**src/rtl/piece_queue.sv**
```systemverilog
// Random piece supplier: free-running 16-bit LFSR feeding a small preview FIFO, popped on take.
// Optional 7-bag randomizer enabled by defining PIECE_QUEUE_BAG7_EN.
module piece_queue #(
   parameter int unsigned XSIZE   = 3,
   parameter int unsigned YSIZE   = 3,
   parameter int unsigned DEPTH   = 2,
   parameter logic [15:0] SEED    = 16'hACE1,
   parameter int unsigned SPAWN_X = 3,
   parameter int unsigned SPAWN_Y = 0
) (
   input  logic             clk,
   input  logic             reset,
   input  logic             take,
   input  logic             seed_load,
   input  logic [15:0]      seed,
   output logic             valid,
   output logic [2:0]       pieceType,
   output logic             nextValid,
   output logic [2:0]       nextType,
   output logic             spawn,
   output logic [2:0]       activeType,
   output logic [XSIZE:0]   inX,
   output logic [YSIZE:0]   inY
);

   localparam int unsigned   CW      = $clog2(DEPTH + 1);
   localparam logic [CW-1:0] DEPTH_C = CW'(DEPTH);
   localparam logic [XSIZE:0] SPX    = SPAWN_X[XSIZE:0];
   localparam logic [YSIZE:0] SPY    = SPAWN_Y[YSIZE:0];

   typedef enum logic {FILL, FULL} state_t;

   state_t          state_q, state_d;
   logic [15:0]     lfsr_q, lfsr_d;
   logic [CW-1:0]   count_q, count_d;
   logic [2:0]      fifo_q [DEPTH];
   logic [2:0]      fifo_d [DEPTH];
   logic            spawn_q, spawn_d;
   logic [2:0]      act_q, act_d;
   logic [XSIZE:0]  inx_q, inx_d;
   logic [YSIZE:0]  iny_q, iny_d;

   logic [2:0]      cand;
   logic            pop, push, accept;
   logic [CW-1:0]   cnt_after;

   assign cand = lfsr_q[2:0];

`ifdef PIECE_QUEUE_BAG7_EN
   logic [6:0] mask_q, mask_d, mask_set, mask_or;

   // Code c occupies mask bit c-1; code 0 is never accepted.
   assign mask_set = 7'd1 << (cand - 3'd1);
   assign mask_or  = mask_q | mask_set;
   assign accept   = (cand != 3'd0) && ((mask_q & mask_set) == '0);

   always_comb begin
      mask_d = mask_q;
      if (seed_load)
         mask_d = '0;
      else if (push)
         mask_d = (mask_or == '1) ? '0 : mask_or;
   end

   always_ff @(posedge clk or posedge reset) begin
      if (reset) mask_q <= '0;
      else       mask_q <= mask_d;
   end
`else
   assign accept = 1'b1;
`endif

   assign pop       = take && (count_q != '0) && !seed_load;
   assign cnt_after = count_q - CW'(pop);
   assign push      = !seed_load && accept && ((state_q == FILL) || pop);

   always_comb begin
      lfsr_d  = {lfsr_q[14:0], lfsr_q[15] ^ lfsr_q[13] ^ lfsr_q[12] ^ lfsr_q[10]};
      count_d = cnt_after + CW'(push);
      fifo_d  = fifo_q;
      state_d = state_q;
      spawn_d = pop;
      act_d   = pop ? fifo_q[0] : act_q;
      inx_d   = pop ? SPX : inx_q;
      iny_d   = pop ? SPY : iny_q;
      if (pop) begin
         for (int unsigned i = 0; i < DEPTH - 1; i++)
            fifo_d[i] = fifo_q[i+1];
         fifo_d[DEPTH-1] = '0;
      end
      for (int unsigned i = 0; i < DEPTH; i++)
         if (push && (cnt_after == CW'(i)))
            fifo_d[i] = cand;
      if (seed_load) begin
         lfsr_d  = (seed == '0) ? SEED : seed;
         count_d = '0;
         for (int unsigned i = 0; i < DEPTH; i++)
            fifo_d[i] = '0;
         state_d = FILL;
      end else begin
         case (state_q)
            FILL:    if (count_d == DEPTH_C) state_d = FULL;
            FULL:    if (pop && !push)       state_d = FILL;
            default: state_d = FILL;
         endcase
      end
   end

   always_ff @(posedge clk or posedge reset) begin
      if (reset) begin
         state_q <= FILL;
         lfsr_q  <= SEED;
         count_q <= '0;
         for (int unsigned i = 0; i < DEPTH; i++)
            fifo_q[i] <= '0;
         spawn_q <= 1'b0;
         act_q   <= '0;
         inx_q   <= SPX;
         iny_q   <= SPY;
      end else begin
         state_q <= state_d;
         lfsr_q  <= lfsr_d;
         count_q <= count_d;
         fifo_q  <= fifo_d;
         spawn_q <= spawn_d;
         act_q   <= act_d;
         inx_q   <= inx_d;
         iny_q   <= iny_d;
      end
   end

   assign valid      = (count_q != '0);
   assign nextValid  = (count_q >= CW'(2));
   assign pieceType  = valid ? fifo_q[0] : '0;
   assign nextType   = nextValid ? fifo_q[1] : '0;
   assign spawn      = spawn_q;
   assign activeType = act_q;
   assign inX        = inx_q;
   assign inY        = iny_q;

endmodule

```
**config.mk**
```make
export PLATFORM = sky130hd
export DESIGN_NAME = piece_queue
export DESIGN_NICKNAME = d
export VERILOG_FILES = /design/src/rtl/piece_queue.sv
export SDC_FILE = /design/constraint.sdc
export NUM_CORES = 1
export LEC_CHECK = 0
export CAP_MARGIN = 25
export CORE_MARGIN = 4
export CORE_UTILIZATION = 30
export CTS_BUF_LIST = sky130_fd_sc_hd__clkbuf_4 sky130_fd_sc_hd__clkbuf_8
export DETAILED_ROUTE_END_ITERATION = 10
export GPL_ROUTABILITY_DRIVEN = 0
export GPL_TIMING_DRIVEN = 1
export HOLD_SLACK_MARGIN = 0.03
export SYNTH_ARGS = -nofsm -noshare
export SYNTH_HDL_FRONTEND = slang
export SYNTH_SLANG_ARGS = --single-unit
```
**constraint.sdc**
```tcl
create_clock -name clk -period 1.75 [get_ports clk]
set_input_delay 0.4375 -clock clk [delete_from_list [all_inputs] [get_ports clk]]
set_output_delay 0.4375 -clock clk [all_outputs]
set_load 0.02 [all_outputs]
```
==> impl_results.md <==
- Status: complete, no violations
- Number of synthesized register bits: 29
- HPWL Detailed: 2150 µm
- Max Fanout on Critical Path: 5
- Highest clock rate: roughly 0.58 GHz
- Max Root-Sink Buffers: 2
- Tcrit/Tclk final: a little over nine tenths
- Worst setup EP type: output port
- Drt first pass iters: 4
- Most common cell after layout, fill and taps aside: clkdlybuf4s50_1
- Htree depth: 2
- Crit path required time: roughly 1.3 ns
- Arrival time of data at the critical path endpoint: approximately 1.3 ns
- Num ports: 40
- Static Leak: ~0.87 nW
- Setup crit start kind: flip-flop
- Total DRC errors in the routed layout: 0
- Global-route wire length before repair: around 4800 µm
- WL per Instance: between 10 and 15 µm
- Area added between synthesis and finish: 39.6%
- R2R setup slack: approximately 0.030 ns
- HP Class: reg2reg
- R2R depth: 6
- CTS tree: yes
- Die width: 75.9 µm
- Initial Utilization: 31.3%
- Design area: a little under 2000 µm²
- Total power: roughly 0.0027 W
- Sink Count: 29
- Buffers added on ports: 31
- Core area: about 4400 µm²
- Initial antenna violation count: 0
- Antenna-violating nets left: 0
- Clock Pin Slew Worst Setup and Hold Paths: about 0.06 ns
- Register area share after synthesis: ~53%
- DR iter-0 viols: 63
- Vias in the first global route: ~1000
- Largest family of logic cells by synthesized area: compound AO/OA/AOI/OAI gates
- VDD IR max: between 0.5 and 0.6 mV
- Post-synthesis simple-gate area fraction: about 6.3%
- Overall routed net length: just under 3000 µm
- Die Y: ~76 µm
- Clk_skew: 0.00631 ns
- Synth warn: 0
- GRT Util Overall: 11.2%
- P per Cell Area: around 1400 nW/µm²
- Xor-xnor portion of the synthesized cell area: 3.71%
- Clk root buf: clkbuf_8
- Cell variety after synth: 35
- Pin count of the biggest net entering global routing: 30
- Critical path class: reg2out
- Antenna cell count: 0
- Final hold violations: 0
- Worst r2r dst: fifo_q[1]$_DFFE_PP0P_
- CTS Buf Count: 5
- Final setup fails: 0
- Share of layout cells above drive strength 1: 35.1%
- Cell Area, Placed: ~1800 µm²
- Adder-Cell Fraction of Synth Area: 1.81%
- Row count: 24
- Launch point of the worst path: count_q[1]$_DFF_PP0_
- Avg Inst Size Synth: 12.7 µm²
- RSZ-0062 raised after global routing: yes
- Hold WS: approximately 0.48 ns
- Die Area: about 5800 µm²
- Worst-Skew Late Latency: roughly 0.28 ns
- Grt total ovfl: 0
- Compound-Gate Fraction of Synth Area: 15.6%
- Mux share of post-synthesis cell area: around 11%
- Vias: approximately 1000
- Post-Syn Instances: roughly 110
- Syn Std Cell Area: approximately 1400 µm²
- R2r startpoint: count_q[1]$_DFF_PP0_
- Max-slew violation count: 0
- Most frequent cells in the layout: 21 x clkdlybuf4s50_1, 20 x dfrtp_1, 13 x buf_4
- Final Critical Period: 1.73 ns
- DR vias/cell: between 4 and 5
- Crit path to: pieceType[1]
- Fin nets: roughly 180
- Max-Cap Viols: 0
[critical path: stages (launching register included)]
cell and delay, ns:
dfrtp_2 0.45, nor2_2 0.19, nor2b_1 0.06, dlygate4sd2_1 0.32
[kinds of logic (layout without fill, tap and decap cells)]
logic type | after synthesis | count (layout)
simple gates | 15 | 15
xor+xnor | 5 | 5
buf+inv | 18 | 57
flops | 29 | 29
mux | 14 | 14
fa+ha+maj | 2 | 2
compound gates | 24 | 24
other cells | 2 | 8
[per-layer routing]
metal	wire length, µm	up-vias	track usage, %
li1	-	466	-
met1	1240	469	12.5
met2	1390	41	18.8
met3	237	7	4.22
met4	63	0	5.24
met5	0	-	0
[area by class of cell]
type                       count  area, µm²
timing repair buffer          44        392
sequential                    29        737
clock buffer                   8       97.6
fill                         428       2490
tap                           52       65.1
multi-input combinational     68        618
inverter                       5       18.8
[where the power goes]
group	internal (W)	leakage, nW	total [W]	switching (W)
combinational	0.000547	0.476	0.00110	0.000556
clock	0.000351	0.0523	0.000590	0.000239
sequential	0.000839	0.347	0.000967	0.000128
total	0.00174	0.875	0.00266	0.000923
[synth_stat cells (all sizes together)]
master   number  area [µm²]
ha            2        25.0
dfrtp        21         526
o21ai         1        8.76
a211oi        3        22.5
and2          3        18.8
a211o         1        8.76
mux2         11         124
conb          2        7.51
xor2          3        33.8
buf          11        80.1
o311a         1        10.0
nor2          3        13.8
a21oi         1        5.00
inv           5        18.8
nand2         1        3.75
clkbuf        2        7.51
o31ai         1        12.5
o22a          7        61.3
a2bb2oi       1        8.76
a41o          1        10.0
mux2i         3        30.0
a22o          3        26.3
nor2b         4        25.0
nor4          4        25.0
a2111oi       4        41.3
dfstp         8         210
xnor2         2        17.5
[through the flow]
| stage | cells | setup WS (ns) | util [%] | TNS, ns |
|---|---|---|---|---|
| after floorplan | 115 | -0.0951 | - | -0.338 |
| after global routing | 206 | -0.0440 | 43.7 | -0.318 |
| after CTS | 206 | 0.000881 | 43.4 | 0 |
| final | 206 | 0.0212 | 43.7 | 0 |
| after global placement | 197 | -0.396 | 41.0 | -6.06 |
| after detailed placement | 197 | -0.409 | 41.0 | -6.52 |
[worst min-delay path by stage]
stage | startpoint | end | depth (start not counted)
final | lfsr_q[8]$_DFF_PP0_ | lfsr_q[9]$_DFF_PP0_ | 1
after CTS | lfsr_q[9]$_DFF_PP0_ | lfsr_q[10]$_DFF_PP1_ | 1
after floorplan | lfsr_q[9]$_DFF_PP0_ | lfsr_q[10]$_DFF_PP1_ | 1
after detailed placement | lfsr_q[8]$_DFF_PP0_ | lfsr_q[9]$_DFF_PP0_ | 1
after global routing | lfsr_q[14]$_DFF_PP0_ | lfsr_q[15]$_DFF_PP1_ | 1
after global placement | lfsr_q[14]$_DFF_PP0_ | lfsr_q[15]$_DFF_PP1_ | 1
[state kept, by name, summed over array words and instances, names as in the netlist]
name,cells
spawn,1
fifo_q,6
count_q,2
lfsr_q,16
state_q,1
activeType,3
[timing repair]
action / CTS / global route
resized for setup: 14 / 8
endpoints found under the setup margin: 22 / 14
hold buffers: 0 / 0
buffers inserted: 1 / 0
pin swaps: 0 / 3
No activity file was read; power rests on OpenSTA's default activity.
